[src/rtl/spi_sclk_engine_if.sv]
// Bus bundle for the SPI SCLK engine: configuration and request inputs,
// clock/select outputs, strobes and a state observation port.
//
// Handshake: start is a request level that is only looked at when the engine
// is idle and not busy; it is accepted on the rising PCLK edge that ends a
// cycle with start=1, enable=1 and nbits!=0. The frame then completes with a
// one-cycle done pulse or, if enable drops, a one-cycle aborted pulse. The
// master may leave start high; a new frame is taken from the cycle after done.
interface spi_sclk_engine_if #(
    parameter int SPPR_W  = 3,
    parameter int SPR_W   = 3,
    parameter int DIV_W   = 12,
    parameter int NBITS_W = 5,
    parameter int DLY_W   = 4
);
    logic               enable;
    logic               start;
    logic               cpol;
    logic               cpha;
    logic [SPPR_W-1:0]  sppr;
    logic [SPR_W-1:0]   spr;
    logic [NBITS_W-1:0] nbits;
    logic [DLY_W-1:0]   lead_dly;
    logic [DLY_W-1:0]   lag_dly;
    logic [DIV_W-1:0]   baud_rate_divisor;
    logic               sclk;
    logic               ss_n;
    logic               busy;
    logic               done;
    logic               aborted;
    logic               sample_stb;
    logic               shift_stb;
    logic               pre_sample;
    logic               pre_shift;
    logic [1:0]         state_dbg;

    modport master (
        output enable, start, cpol, cpha, sppr, spr, nbits, lead_dly, lag_dly,
        input  baud_rate_divisor, sclk, ss_n, busy, done, aborted,
        input  sample_stb, shift_stb, pre_sample, pre_shift, state_dbg
    );

    modport slave (
        input  enable, start, cpol, cpha, sppr, spr, nbits, lead_dly, lag_dly,
        output baud_rate_divisor, sclk, ss_n, busy, done, aborted,
        output sample_stb, shift_stb, pre_sample, pre_shift, state_dbg
    );
endinterface

[src/rtl/spi_sclk_engine.sv]
// SPI master SCLK generator: baud divisor from sppr/spr, all four CPOL/CPHA
// modes, framed transfer with SS lead/lag delays, sample/shift strobes and
// one-cycle-early pre-strobes.
module spi_sclk_engine #(
    parameter int SPPR_W  = 3,
    parameter int SPR_W   = 3,
    parameter int DIV_W   = 12,
    parameter int NBITS_W = 5,
    parameter int DLY_W   = 4
) (
    input logic              PCLK,
    input logic              PRESET,
    spi_sclk_engine_if.slave bus
);
    localparam int EW = NBITS_W + 1;

    typedef enum logic [1:0] {IDLE = 2'd0, LEAD = 2'd1, RUN = 2'd2, LAG = 2'd3} state_t;

    state_t             state;
    logic               cpol_q;
    logic               cpha_q;
    logic [DIV_W-1:0]   h_q;
    logic [NBITS_W-1:0] nbits_q;
    logic [DLY_W-1:0]   lead_q;
    logic [DLY_W-1:0]   lag_q;
    logic [DIV_W-1:0]   hc;
    logic [DLY_W-1:0]   dcnt;
    logic [EW-1:0]      ecnt;
    logic               sclk_q;
    logic               ss_n_q;
    logic               busy_q;
    logic               done_q;
    logic               aborted_q;
    logic               sample_q;
    logic               shift_q;
    logic               pre_sample_q;
    logic               pre_shift_q;

    logic [SPPR_W-1:0]  sppr_in;
    logic [SPR_W-1:0]   spr_in;
    logic [DIV_W-1:0]   div;
    logic [DIV_W-1:0]   h_m1;
    logic [DIV_W-1:0]   h_m2;
    logic [EW-1:0]      ecnt_nxt;
    logic [EW-1:0]      last_edge;
    logic               wrap;
    logic               pre_pt;
    logic               start_ok;

    // Classify edge k as {sample, shift}; the final trailing edge of a CPHA=0
    // frame has nothing left to shift out.
    function automatic logic [1:0] edge_kind(input logic [EW-1:0] k,
                                             input logic cpha_l,
                                             input logic [EW-1:0] last_k);
        logic [1:0] kind;
        if (k[0])
            kind = cpha_l ? 2'b01 : 2'b10;
        else if (cpha_l)
            kind = 2'b10;
        else if (k == last_k)
            kind = 2'b00;
        else
            kind = 2'b01;
        return kind;
    endfunction

    // Divisor (sppr+1)*2^(spr+1); shift done in two steps so spr+1 never
    // overflows the spr width.
    always_comb begin
        sppr_in   = bus.sppr;
        spr_in    = bus.spr;
        div       = (({{(DIV_W-SPPR_W){1'b0}}, sppr_in} + DIV_W'(1)) << spr_in) << 1;
        h_m1      = h_q - DIV_W'(1);
        h_m2      = h_q - DIV_W'(2);
        wrap      = (hc == h_m1);
        pre_pt    = (hc == h_m2);
        ecnt_nxt  = ecnt + EW'(1);
        last_edge = {nbits_q, 1'b0};
        start_ok  = bus.start && bus.enable && (bus.nbits != '0) && !busy_q;
    end

    // Frame sequencer: hc counts PCLK cycles within a half-period, every wrap is
    // a half-period boundary that advances the lead, edge or lag count.
    always_ff @(posedge PCLK) begin
        if (PRESET) begin
            state        <= IDLE;
            cpol_q       <= 1'b0;
            cpha_q       <= 1'b0;
            h_q          <= '0;
            nbits_q      <= '0;
            lead_q       <= '0;
            lag_q        <= '0;
            hc           <= '0;
            dcnt         <= '0;
            ecnt         <= '0;
            sclk_q       <= 1'b0;
            ss_n_q       <= 1'b1;
            busy_q       <= 1'b0;
            done_q       <= 1'b0;
            aborted_q    <= 1'b0;
            sample_q     <= 1'b0;
            shift_q      <= 1'b0;
            pre_sample_q <= 1'b0;
            pre_shift_q  <= 1'b0;
        end else begin
            done_q       <= 1'b0;
            aborted_q    <= 1'b0;
            sample_q     <= 1'b0;
            shift_q      <= 1'b0;
            pre_sample_q <= 1'b0;
            pre_shift_q  <= 1'b0;
            if (state != IDLE && !bus.enable) begin
                state     <= IDLE;
                ss_n_q    <= 1'b1;
                sclk_q    <= cpol_q;
                busy_q    <= 1'b0;
                aborted_q <= 1'b1;
                hc        <= '0;
                dcnt      <= '0;
                ecnt      <= '0;
            end else begin
                case (state)
                    IDLE: begin
                        sclk_q <= bus.cpol;
                        ss_n_q <= 1'b1;
                        if (start_ok) begin
                            state   <= LEAD;
                            cpol_q  <= bus.cpol;
                            cpha_q  <= bus.cpha;
                            h_q     <= div;
                            nbits_q <= bus.nbits;
                            lead_q  <= bus.lead_dly;
                            lag_q   <= bus.lag_dly;
                            ss_n_q  <= 1'b0;
                            busy_q  <= 1'b1;
                            hc      <= DIV_W'(1);
                            dcnt    <= '0;
                            ecnt    <= '0;
                        end else begin
                            busy_q <= 1'b0;
                        end
                    end
                    LEAD: begin
                        hc <= wrap ? '0 : hc + DIV_W'(1);
                        if (wrap) begin
                            if (dcnt == lead_q) begin
                                state <= RUN;
                                dcnt  <= '0;
                            end else begin
                                dcnt <= dcnt + DLY_W'(1);
                            end
                        end
                    end
                    RUN: begin
                        hc <= wrap ? '0 : hc + DIV_W'(1);
                        if (wrap) begin
                            sclk_q                <= ~sclk_q;
                            ecnt                  <= ecnt_nxt;
                            {sample_q, shift_q}   <= edge_kind(ecnt_nxt, cpha_q, last_edge);
                            if (ecnt_nxt == last_edge)
                                state <= LAG;
                        end else if (pre_pt) begin
                            {pre_sample_q, pre_shift_q} <= edge_kind(ecnt_nxt, cpha_q, last_edge);
                        end
                    end
                    LAG: begin
                        hc <= wrap ? '0 : hc + DIV_W'(1);
                        if (wrap) begin
                            if (dcnt == lag_q) begin
                                state  <= IDLE;
                                ss_n_q <= 1'b1;
                                done_q <= 1'b1;
                                hc     <= '0;
                                dcnt   <= '0;
                                ecnt   <= '0;
                            end else begin
                                dcnt <= dcnt + DLY_W'(1);
                            end
                        end
                    end
                    default: state <= IDLE;
                endcase
            end
        end
    end

    assign bus.baud_rate_divisor = div;
    assign bus.sclk              = sclk_q;
    assign bus.ss_n              = ss_n_q;
    assign bus.busy              = busy_q;
    assign bus.done              = done_q;
    assign bus.aborted           = aborted_q;
    assign bus.sample_stb        = sample_q;
    assign bus.shift_stb         = shift_q;
    assign bus.pre_sample        = pre_sample_q;
    assign bus.pre_shift         = pre_shift_q;
    assign bus.state_dbg         = state;
endmodule

[src/flat_wrapper.sv]
// flat-port wrapper written by rule: the top's interface ports become plain ports
module spi_sclk_engine_flat 
#(
    parameter int SPPR_W  = 3,
    parameter int SPR_W   = 3,
    parameter int DIV_W   = 12,
    parameter int NBITS_W = 5,
    parameter int DLY_W   = 4
)
  (PCLK, PRESET, bus_enable, bus_start, bus_cpol, bus_cpha, bus_sppr, bus_spr, bus_nbits, bus_lead_dly, bus_lag_dly, bus_baud_rate_divisor, bus_sclk, bus_ss_n, bus_busy, bus_done, bus_aborted, bus_sample_stb, bus_shift_stb, bus_pre_sample, bus_pre_shift, bus_state_dbg);
  spi_sclk_engine_if #(.SPPR_W(SPPR_W), .SPR_W(SPR_W), .DIV_W(DIV_W), .NBITS_W(NBITS_W), .DLY_W(DLY_W)) bus_i ();
  input logic PCLK;
  input logic PRESET;
  input wire logic [$bits(bus_i.enable)-1:0] bus_enable;
  input wire logic [$bits(bus_i.start)-1:0] bus_start;
  input wire logic [$bits(bus_i.cpol)-1:0] bus_cpol;
  input wire logic [$bits(bus_i.cpha)-1:0] bus_cpha;
  input wire logic [$bits(bus_i.sppr)-1:0] bus_sppr;
  input wire logic [$bits(bus_i.spr)-1:0] bus_spr;
  input wire logic [$bits(bus_i.nbits)-1:0] bus_nbits;
  input wire logic [$bits(bus_i.lead_dly)-1:0] bus_lead_dly;
  input wire logic [$bits(bus_i.lag_dly)-1:0] bus_lag_dly;
  output wire logic [$bits(bus_i.baud_rate_divisor)-1:0] bus_baud_rate_divisor;
  output wire logic [$bits(bus_i.sclk)-1:0] bus_sclk;
  output wire logic [$bits(bus_i.ss_n)-1:0] bus_ss_n;
  output wire logic [$bits(bus_i.busy)-1:0] bus_busy;
  output wire logic [$bits(bus_i.done)-1:0] bus_done;
  output wire logic [$bits(bus_i.aborted)-1:0] bus_aborted;
  output wire logic [$bits(bus_i.sample_stb)-1:0] bus_sample_stb;
  output wire logic [$bits(bus_i.shift_stb)-1:0] bus_shift_stb;
  output wire logic [$bits(bus_i.pre_sample)-1:0] bus_pre_sample;
  output wire logic [$bits(bus_i.pre_shift)-1:0] bus_pre_shift;
  output wire logic [$bits(bus_i.state_dbg)-1:0] bus_state_dbg;
  assign bus_i.enable = bus_enable;
  assign bus_i.start = bus_start;
  assign bus_i.cpol = bus_cpol;
  assign bus_i.cpha = bus_cpha;
  assign bus_i.sppr = bus_sppr;
  assign bus_i.spr = bus_spr;
  assign bus_i.nbits = bus_nbits;
  assign bus_i.lead_dly = bus_lead_dly;
  assign bus_i.lag_dly = bus_lag_dly;
  assign bus_baud_rate_divisor = bus_i.baud_rate_divisor;
  assign bus_sclk = bus_i.sclk;
  assign bus_ss_n = bus_i.ss_n;
  assign bus_busy = bus_i.busy;
  assign bus_done = bus_i.done;
  assign bus_aborted = bus_i.aborted;
  assign bus_sample_stb = bus_i.sample_stb;
  assign bus_shift_stb = bus_i.shift_stb;
  assign bus_pre_sample = bus_i.pre_sample;
  assign bus_pre_shift = bus_i.pre_shift;
  assign bus_state_dbg = bus_i.state_dbg;
  spi_sclk_engine #(.SPPR_W(SPPR_W), .SPR_W(SPR_W), .DIV_W(DIV_W), .NBITS_W(NBITS_W), .DLY_W(DLY_W)) u_core (.PCLK(PCLK), .PRESET(PRESET), .bus(bus_i));
endmodule
[config.mk]
export PLATFORM = sky130hd
export DESIGN_NAME = spi_sclk_engine_flat
export DESIGN_NICKNAME = d
export VERILOG_FILES = /design/src/rtl/spi_sclk_engine_if.sv /design/src/rtl/spi_sclk_engine.sv /design/src/flat_wrapper.sv
export SDC_FILE = /design/constraint.sdc
export NUM_CORES = 1
export LEC_CHECK = 0
export BUFFER_PORTS_ARGS = -buffer_cell sky130_fd_sc_hd__buf_2
export CAP_MARGIN = 30
export CORE_MARGIN = 2
export CORE_UTILIZATION = 40
export CTS_CLUSTER_SIZE = 10
export DETAILED_ROUTE_END_ITERATION = 6
export PLACE_DENSITY = 0.69
export SYNTH_ARGS = -nofsm -noshare
export SYNTH_HDL_FRONTEND = slang
export SYNTH_SLANG_ARGS = --single-unit
[constraint.sdc]
create_clock -name PCLK -period 3.2 [get_ports PCLK]
set_input_delay 0.8 -clock PCLK [delete_from_list [all_inputs] [get_ports PCLK]]
set_output_delay 0.8 -clock PCLK [all_outputs]
set_load 0.02 [all_outputs]
==> results of run 1 <==
## through the flow
| step | setup slack, ns | cells | instance area [µm²] | utilization [%] |
|---|---|---|---|---|
| 2_1_floorplan | 0.278 | 440 | 3430 | - |
| 3_3_place_gp | 0.161 | 580 | 3770 | 45.7 |
| 3_5_place_dp | 0.0507 | 581 | 3790 | 45.9 |
| 4_1_cts | 0.0384 | 597 | 4000 | 48.5 |
| 5_1_grt | -0.0230 | 598 | 4070 | 49.3 |
| 6_report | 0.130 | 598 | 4070 | 49.3 |
## registers in the layout, summed over array words and instances, names as in the netlist, 2 cells and up
name	flops
u_core.nbits_q	5
u_core.lag_q	4
u_core.hc	12
u_core.dcnt	4
u_core.ecnt	6
u_core.h_q	11
u_core.lead_q	4
u_core.bus.state_dbg	2
## power breakdown
| group | switching (mW) | total [mW] | internal [mW] |
|---|---|---|---|
| logic | 0.494 | 0.807 | 0.313 |
| registers | 0.0648 | 0.855 | 0.791 |
| clock network | 0.297 | 0.717 | 0.420 |
| total | 0.856 | 2.38 | 1.52 |
## critical path, stage by stage, from the launching register on
cell and delay [ns]:
dfxtp_1 0.40, inv_1 0.08, ha_1 0.31, xnor2_1 0.15, nor3_2 0.30, nand3_2 0.15
a2111o_1 0.42, o31a_1 0.28, or3_1 0.33, or4_1 0.41, o22ai_1 0.16
## cell type report
type / count / area [µm²] / share of cell area, %
multi-input cells: 348 / 2170 / 53.3
well taps: 105 / 131 / 3.23
repair buffers: 59 / 335 / 8.24
inverters: 11 / 41.3 / 1.01
clock buffers: 12 / 165 / 4.06
flip-flops and latches: 59 / 1180 / 29.0
clock inverters: 4 / 47.5 / 1.17
## cells in the final DEF, fill, tap and decap left out, types with 3 or more instances in the layout
cell	synthesis	final
nand2_1	70	70
dfxtp_1	59	59
buf_2	1	46
a21oi_1	44	44
nor2_1	38	38
o21ai_0	27	27
xnor2_1	16	15
xor2_1	14	14
clkbuf_8	0	12
buf_4	1	12
inv_1	10	10
nand3_1	11	10
nor2b_1	10	10
ha_1	10	10
and3_1	9	9
nor3_1	10	8
and2_1	8	8
mux2i_1	8	8
nor3b_1	6	6
or3b_2	6	6
nor4_1	6	5
or3_1	5	5
nand4_1	4	4
or4_1	3	3
a21o_1	3	3
o221a_2	3	3
## layer usage
layer / track usage [%] / part of all wire [%] / up-vias
met4: 7.04 / 1.5 / 0
met3: 4.65 / 6.3 / 10
met1: 27.1 / 48 / 1502
met2: 28.6 / 44 / 80
met5: 0 / 0 / -
li1: - / - / 1641
## repair_timing
item,CTS,global route
resized for setup,0,9
setup endpoints to repair,0,5
setup buffers,0,1
## cell families after synthesis
kind of cell             after synthesis  share of synthesized area, %
buffers and inverters                 33                          4.02
XOR/XNOR                              31                          8.36
other                                  1                         0.109
multiplexers                           8                          2.34
flip-flops                            59                          34.5
AND/OR/NAND/NOR                      197                          29.1
AO/OA/AOI/OAI                        101                          18.0
adder cells (fa/ha/maj)               10                          3.65
## path summary, 6_finish.rpt
path / startpoint / to / slack (ns) / cells after the start
worst max register to register: u_core.h_q[1] / u_core.ecnt[4] / 0.13 / 10
worst min register to register: u_core.cpol_q / u_core.cpol_q / 0.46 / 2
worst min-delay path: u_core.cpol_q / u_core.cpol_q / 0.46 / 2
worst max-delay path: u_core.h_q[1] / u_core.ecnt[4] / 0.13 / 10
==> summary.txt, run 1 <==
Logic synthesis
  • Mapped Nets: 475
  • Synth top area share: 34.5%
  • Post-synth top cells: 70 x nand2_1, 59 x dfxtp_1, 44 x a21oi_1
  • Average size of a mapped cell: 7.79 µm²
  • Synth area leaders: dfxtp_1 34%, nand2_1 7.7%, a21oi_1 6.4%
  • Prevailing post-synth register cell: dfxtp_1
  • Top-count cell post-synth: nand2_1
  • Gate Count Post-Synth: 440
  • Number of synthesized flops with an enable pin: 0
  • Synth cell types: 56
  • Flops & latches, synth: 59
  • Register area share after synthesis: 34.5%
  • Post-synth ARST share: 0%
  • YS warnings: 0
  • Synthesized cell area: 3430 µm²
  • Dominant cell type by area after synthesis: dfxtp_1

STA
  • Worst Max-Slew Pin Slew: 0.510 ns
  • Final period utilization: 95.9%
  • Worst slew margin: 65.0%
  • FMAX: 326 MHz
  • Fin. Hold Viols: 0
  • Setup total negative slack: 0 ns
  • Slew Viols, Final: 0
  • Setup violators final: 0
  • Crit path time final: 3.07 ns
  • Hold slack: 0.460 ns
  • Worst clock skew: 0.00856 ns

Global route
  • Initial antenna violation count: 0
  • Vias in the first global route: 2,894
  • GRT Util Overall: 19.3%
  • First-pass GRT wire length: 13.9 mm
  • Congestion Overflow GR: 0
  • Largest net degree at the start of global routing: 31

Die
  • Ports: 48
  • Die Y: 96.5 µm
  • Row count: 33
  • Starting density of the core: 41.5%
  • Core ar.: 8260 µm²
  • Die W: 96.5 µm
  • Total Die Area: 9320 µm²

Drt
  • Vias: 3,233
  • WL/cell: 14.2 µm
  • TritonRoute pass-1 iters: 6
  • Initial DRC Count: 132
  • Post-route DRC: 0
  • Vias per inst: 5.41
  • Final wirelength: 8.50 mm
  • Routed Antenna Nets: 0

Clocking
  • CTS tree: done
  • CTS Sinks: 59
  • CTS Buf Count: 9
  • Skew-Pair Late Insertion Delay: 0.34 ns
  • H-tree Lvls: 3
  • CTS Root Cell: clkbuf_8
  • Number of buffers inserted by hold repair at cts: 0
  • Clock-pin slew on the worst setup and hold paths: 0.07 ns
  • Maximum clock path buffer count: 2

Critical path
  • Crit Path Category: reg2reg
  • CP required: 3.47 ns
  • CP Launch Type: flip-flop
  • Crit end category: flip-flop
  • Largest fanout on the critical path: 5
  • CP Data Arrival Time: 3.34 ns

Cells and area
  • Layout fillers: 821
  • Area added between synthesis and finish: 18.8%
  • Share of cells above drive strength 1: 20.7%
  • Fin nets: 523
  • Diodes inserted: 0

Pwr
  • PD cells: 584 nW/µm²
  • Worst VDD drop: 0.344 mV
  • Lkg Pwr: 1.65 nW
  • Tot Pwr: 2.38 mW

Run status
  • Status: complete, no violations

Placement
  • DP HPWL: 6.26 mm
  • Placer Congestion: 0.884
  • IO Port Bufs: 46

Job
  • Max_cap viols: 0

Worst hold path
  • Hold Path Class: reg2reg
Note: power is estimated with default switching activity, not from simulation.
==> inputs of run 2 (changes only) <==
--- a/config.mk
+++ b/config.mk
@@ -6,12 +6,13 @@
 export NUM_CORES = 1
 export LEC_CHECK = 0
 export BUFFER_PORTS_ARGS = -buffer_cell sky130_fd_sc_hd__buf_2
-export CAP_MARGIN = 30
+export CAP_MARGIN = 20
 export CORE_MARGIN = 2
 export CORE_UTILIZATION = 40
 export CTS_CLUSTER_SIZE = 10
 export DETAILED_ROUTE_END_ITERATION = 6
 export PLACE_DENSITY = 0.69
+export RECOVER_POWER = 25
 export SYNTH_ARGS = -nofsm -noshare
 export SYNTH_HDL_FRONTEND = slang
 export SYNTH_SLANG_ARGS = --single-unit
==> run 2 against run 1 <==
Net effect:
- the run now ends with capacitance limit, slew limit left
- design area decreased by 1.3%
- cell count is 0.17% lower
- sequential share of layout area up 0.38 points
- sequential power hardly changed
- register-to-register slack improved by 0.05 ns
- power fell by 3.0%
- flip-flop and latch count unchanged
- critical path depth is 2 lower
- clock-buffer cell count shrank 3
- via count up 0.49%
- worst hold slack improved by 0.0075 ns
- largest power group unchanged
- global-route usage shrank 0.20 points
==> summary.txt, run 2 (synthesized netlist as in run 1, its figures left out) <==
Run status
  • Status: finished, violations left
  • Failing checks: capacitance limit, slew limit

Placement
  • DP HPWL: 6.16 mm (-1.6%)
  • IO Port Bufs: 46 (unchanged)
  • DP Cell Count: 580 (-0.17%)
  • Placer Congestion: 0.884 (unchanged)

Critical path
  • Largest fanout on the critical path: 8 (+3)
  • CP Launch Type: flip-flop
  • Crit-path cells: or4_4, nor2_4, nand4_2, a2111o_1, o31a_1, or3_1, or4_1, o22ai_1
  • Crit end category: flip-flop
  • Crit path largest cell delay: 0.53 ns (+0.11 ns)
  • CP max-delay cell: or4_4
  • CP required: 3.46 ns (about the same)
  • Crit Path Category: reg2reg
  • CP Data Arrival Time: 3.28 ns (-0.06 ns)

STA
  • Fin. Hold Viols: 0 (unchanged)
  • RSZ-0062 raised after global routing: false
  • Final period utilization: 94.3% (-1.6 points)
  • Setup total negative slack: 0 ns (unchanged)
  • Hold slack: 0.467 ns (+0.00746 ns)
  • Worst slew margin: -2.71% (-68 points)
  • Setup violators final: 0 (unchanged)
  • Crit path time final: 3.02 ns (-0.0510 ns)
  • Worst Max-Slew Pin Slew: 1.54 ns (+1.03 ns)
  • Worst clock skew: 0.00636 ns (-0.00221 ns)
  • FMAX: 331 MHz (+1.7%)
  • Slew Viols, Final: 27 (+27)

Pwr
  • PD cells: 574 nW/µm² (-1.8%)
  • Lkg Pwr: 1.57 nW (-4.5%)
  • Worst VDD drop: 0.273 mV (-21%)
  • Tot Pwr: 2.31 mW (-3.0%)

Drt
  • Vias per inst: 5.44 (+0.66%)
  • Vias: 3,249 (+0.49%)
  • WL/cell: 14.1 µm (-0.78%)
  • Initial DRC Count: 165 (+25%)
  • TritonRoute pass-1 iters: 4 (-2)
  • Post-route DRC: 0 (unchanged)
  • Final wirelength: 8.42 mm (-0.94%)
  • Routed Antenna Nets: 0 (unchanged)

Cells and area
  • Commonest cells after routing, fill and taps aside: 70 x nand2_1, 59 x dfxtp_1, 44 x a21oi_1
  • Layout Utilization: 48.7% (-0.64 points)
  • Top flop regs: u_core.hc: 12 flops, u_core.h_q: 11 flops, u_core.ecnt: 6 flops
  • Fin nets: 522 (-0.19%)
  • Diodes inserted: 0 (unchanged)
  • Non-Filler Instances: 597 (-0.17%)
  • Layout fillers: 845 (+2.9%)
  • Reg with most FFs: u_core.hc
  • Commonest non-fill, non-tap cell in the layout: nand2_1
  • Area added between synthesis and finish: 17.3%
  • Max reg flops: 12 (unchanged)
  • Share of cells above drive strength 1: 18.3% (-2.4 points)

Clocking
  • CTS tree: done
  • H-tree Lvls: 3 (unchanged)
  • CTS Buf Count: 9 (unchanged)
  • Maximum clock path buffer count: 2 (unchanged)
  • Clock-pin slew on the worst setup and hold paths: 0.07 ns (about the same)
  • Number of buffers inserted by hold repair at cts: 0 (unchanged)
  • Skew-Pair Late Insertion Delay: 0.33 ns (about the same)
  • CTS Sinks: 59 (unchanged)
  • CTS Root Cell: clkbuf_8

Global route
  • GRT Util Overall: 19.1% (-0.20 points)
  • Largest net degree at the start of global routing: 31 (unchanged)
  • Initial antenna violation count: 0 (unchanged)
  • First-pass GRT wire length: 13.8 mm (-0.55%)
  • Congestion Overflow GR: 0 (unchanged)
  • Vias in the first global route: 2,835 (-2.0%)

Die
  • Die W: 96.5 µm (unchanged)
  • Row count: 33 (unchanged)
  • Die Y: 96.5 µm (unchanged)
  • Ports: 48 (unchanged)
  • Core ar.: 8260 µm² (unchanged)
  • Starting density of the core: 41.5% (unchanged)
  • Total Die Area: 9320 µm² (unchanged)

Worst hold path
  • Hold Path Class: reg2reg

Job
  • Max_cap viols: 1 (+1)
run 2: changes by cell type in the layout (fill, tap and decap cells not counted), sizes merged:
cell | before | now
buf | 59 | 46
clkbuf | 12 | 21
clkinv | 3 | 5
clkinvlp | 1 | 2
run 2: area by class of cell:
class | count | area [µm²] | area share (%)
clock buffer | 9 | 124 | 3.08
clock inverter | 7 | 68.8 | 1.71
inverter | 11 | 41.3 | 1.03
multi-input combinational | 348 | 2170 | 53.9
sequential | 59 | 1180 | 29.4
tap | 105 | 131 | 3.27
timing repair buffer | 58 | 305 | 7.60
run 2: worst paths after layout:
| kind | startpoint | endpoint | slack, ns | cells after the start |
|---|---|---|---|---|
| setup / recovery | u_core.h_q[3] | u_core.ecnt[4] | 0.18 | 8 |
| hold / removal | u_core.cpol_q | u_core.cpol_q | 0.47 | 2 |
| setup reg to reg | u_core.h_q[3] | u_core.ecnt[4] | 0.18 | 8 |
| hold reg to reg | u_core.cpol_q | u_core.cpol_q | 0.47 | 2 |
run 2: critical path: cells and delay by family, from the launching register on:
| family | cells | cell delay [ns] |
|---|---|---|
| AOI/OAI and AO/OA | 3 | 0.92 |
| DFF | 1 | 0.41 |
| and+or+nand+nor | 5 | 1.61 |
run 2: repair_timing:
item | CTS | global route
setup buffers | 0 | 1
endpoints found under the setup margin | 0 | 10
hold endpoints to repair | 0 | 0
gates resized for setup | 0 | 10
run 2: per-layer routing:
metal  track usage [%]  share of wire (%)  vias to the layer above
li1                  -                  -                     1637
met5                 0                  0                        -
met1              27.9                 47                     1514
met4              6.69                1.5                        0
met3              2.87                5.6                       15
met2              28.5                 46                       83
run 2: power by group:
part	internal (mW)	switching, mW
Sequential	0.790	0.0642
Combinational	0.307	0.489
Clock	0.356	0.301
run 2: metrics by stage:
stage	area (µm²)	setup slack, ns
after floorplan	3430	0.278
after global placement	3770	0.161
after detailed placement	3770	0.0277
after CTS	3970	0.0146
after global routing	4020	0.00820
final	4020	0.181
==> inputs of run 3 (changes only) <==
--- a/config.mk
+++ b/config.mk
@@ -13,6 +13,7 @@
 export DETAILED_ROUTE_END_ITERATION = 6
 export PLACE_DENSITY = 0.69
 export RECOVER_POWER = 25
+export SETUP_SLACK_MARGIN = 0.3
 export SYNTH_ARGS = -nofsm -noshare
 export SYNTH_HDL_FRONTEND = slang
 export SYNTH_SLANG_ARGS = --single-unit
==> run 3 against run 2 <==
Net effect:
- the run now ends clean
- fmax grew 1.4%
- setup slack gained 0.040 ns
- critical path depth is the same
- clock power grew 12%
- critical path type unchanged
- largest power group is now combinational logic
==> summary.txt, run 3 (synthesized netlist as in run 1, its figures left out) <==
Critical path
  • Worst setup path startpoint: u_core.h_q[1]
  • Largest fanout on the critical path: 4 (-4)
  • Crit-path cells: or4_4, nor2_4, nand4_4, a2111o_1, o31a_1, or3_1, or4_1, o22ai_1
  • Crit path max-delay family: simple AND/OR/NAND/NOR gates
  • Critical R2R Launch: u_core.h_q[1]
  • Crit end category: flip-flop
  • CP Data Arrival Time: 3.25 ns (-0.03 ns)
  • Buffers & Inverters on Critical Path: 0 (unchanged)
  • CP required: 3.47 ns (about the same)
  • CP Launch Type: flip-flop
  • Crit path largest cell delay: 0.54 ns (about the same)
  • Crit Path Category: reg2reg
  • CP max-delay cell: or4_4

Pwr
  • Combinational Power Share: 35.4% (+0.9 points)
  • Lkg Pwr: 1.60 nW (+1.8%)
  • Worst VDD drop: 0.252 mV (-7.8%)
  • P_sw: 0.902 mW (+5.6%)
  • Internal power: 1.57 mW (+8.0%)
  • Sequential Power Share: 34.9% (-2.1 points)
  • Clk pwr share: 29.7% (+1.2 points)
  • Tot Pwr: 2.47 mW (+7.1%)
  • PD cells: 588 nW/µm² (+2.5%)
  • Fraction of power spent switching nets: 36.5% (-0.53 points)

Drt
  • Post-route DRC: 0 (unchanged)
  • Vias per inst: 5.53 (+1.6%)
  • WL/cell: 14.6 µm (+3.6%)
  • Initial DRC Count: 239 (+45%)
  • Final wirelength: 8.73 mm (+3.7%)
  • Routed Antenna Nets: 0 (unchanged)
  • Vias: 3,305 (+1.7%)
  • TritonRoute pass-1 iters: 5 (+1)

STA
  • Worst slew margin: 6.63% (+9.3 points)
  • Final period utilization: 93.1% (-1.3 points)
  • Worst clock skew: 0.0101 ns (+0.00378 ns)
  • RSZ-0062 raised after global routing: true
  • Crit path time final: 2.98 ns (-0.0403 ns)
  • FMAX: 336 MHz (+1.4%)
  • Setup total negative slack: 0 ns (unchanged)
  • Hold slack: 0.460 ns (-0.00701 ns)
  • Slew Viols, Final: 0 (-100%)
  • Fin. Hold Viols: 0 (unchanged)
  • Final setup margin: 0.222 ns (+0.0403 ns)
  • Setup violators final: 0 (unchanged)
  • Worst Max-Slew Pin Slew: 1.40 ns (-0.139 ns)

Clocking
  • Skew-Pair Late Insertion Delay: 0.36 ns (+0.03 ns)
  • CTS Sinks: 59 (unchanged)
  • Clock-pin slew on the worst setup and hold paths: 0.07 ns (about the same)
  • Maximum clock path buffer count: 2 (unchanged)
  • CTS Buf Count: 9 (unchanged)
  • CTS tree: done
  • H-tree Lvls: 3 (unchanged)
  • Number of buffers inserted by hold repair at cts: 0 (unchanged)
  • CTS Root Cell: clkbuf_8

Run status
  • Status: complete, no violations

Global route
  • Congestion Overflow GR: 0 (unchanged)
  • Largest net degree at the start of global routing: 31 (unchanged)
  • Initial antenna violation count: 0 (unchanged)
  • First-pass GRT wire length: 13.9 mm (+0.70%)
  • Vias in the first global route: 2,961 (+4.4%)
  • GRT Util Overall: 19.4% (+0.32 points)

Cells and area
  • Diodes inserted: 0 (unchanged)
  • Fin nets: 523 (+0.19%)
  • Commonest non-fill, non-tap cell in the layout: nand2_1
  • Max reg flops: 12 (unchanged)
  • Share of cells above drive strength 1: 22.9% (+4.6 points)
  • Layout fillers: 815 (-3.6%)
  • Top flop regs: u_core.hc: 12 flops, u_core.h_q: 11 flops, u_core.ecnt: 6 flops
  • Area added between synthesis and finish: 22.6%
  • Reg with most FFs: u_core.hc
  • Commonest cells after routing, fill and taps aside: 70 x nand2_1, 54 x dfxtp_1, 41 x a21oi_1

Die
  • Die W: 96.5 µm (unchanged)
  • Core ar.: 8260 µm² (unchanged)
  • Die Y: 96.5 µm (unchanged)
  • Starting density of the core: 41.5% (unchanged)
  • Total Die Area: 9320 µm² (unchanged)
  • Ports: 48 (unchanged)
  • Row count: 33 (unchanged)

Placement
  • DP HPWL: 6.18 mm (+0.38%)
  • IO Port Bufs: 46 (unchanged)
  • Placer Congestion: 0.854 (-3.4%)
  • Dpl ws: 0.0750 ns (+0.0473 ns)

Job
  • Max_cap viols: 0 (-1)

Worst hold path
  • Hold path startpoint: u_core.cpol_q
  • Hold Path Class: reg2reg
[run 3: final timing paths]
check	end	slack (ns)	cells after the start
worst max-delay path	u_core.ecnt[4]	0.22	8
worst min-delay path	u_core.cpol_q	0.46	2
worst max register to register	u_core.ecnt[4]	0.22	8
worst min register to register	u_core.cpol_q	0.46	2
[run 3: per-layer routing]
metal	up-vias	global-route usage, %	part of all wire, %
met3	20	4.19	6.7
met5	-	0	0
li1	1635	-	-
met4	0	8.22	1.9
met1	1532	25.8	44
met2	118	30.4	47
[run 3: power groups by stage]
stage          clock network [mW]  registers [mW]  logic [mW]
5_1_grt                     0.775           0.870       0.954
2_1_floorplan                   0           0.875       0.526
6_report                    0.734           0.862       0.876
3_5_place_dp                    0           0.873       0.737
4_1_cts                     0.751           0.858       0.800
3_3_place_gp                    0           0.871       0.721
[run 3: worst min-delay path, stage by stage (launching register included)]
cell     delay [ns]
dfxtp_1        0.31
nand2_1        0.05
a21oi_1        0.05
[run 3: what timing repair did]
item	in CTS	in global routing
resized for setup	21	27
endpoints found under the setup margin	10	20
pin swaps	4	9
setup buffers	4	3
[run 3: stage by stage]
stage	area (µm²)	utilization, %	std cells
after global placement	3740	45.3	575
after detailed placement	3740	45.3	575
after floorplan	3430	-	440
final	4200	50.9	598
after global routing	4200	50.9	598
after CTS	4090	49.5	595
[run 3: cell type report]
cell class	count	area [µm²]	area share, %
inverters	11	41.3	0.983
well taps	105	131	3.13
repair buffers	59	317	7.53
clock inverters	5	77.6	1.85
clock buffers	11	131	3.13
flip-flops and latches	59	1190	28.3
multi-input cells	348	2310	55.1
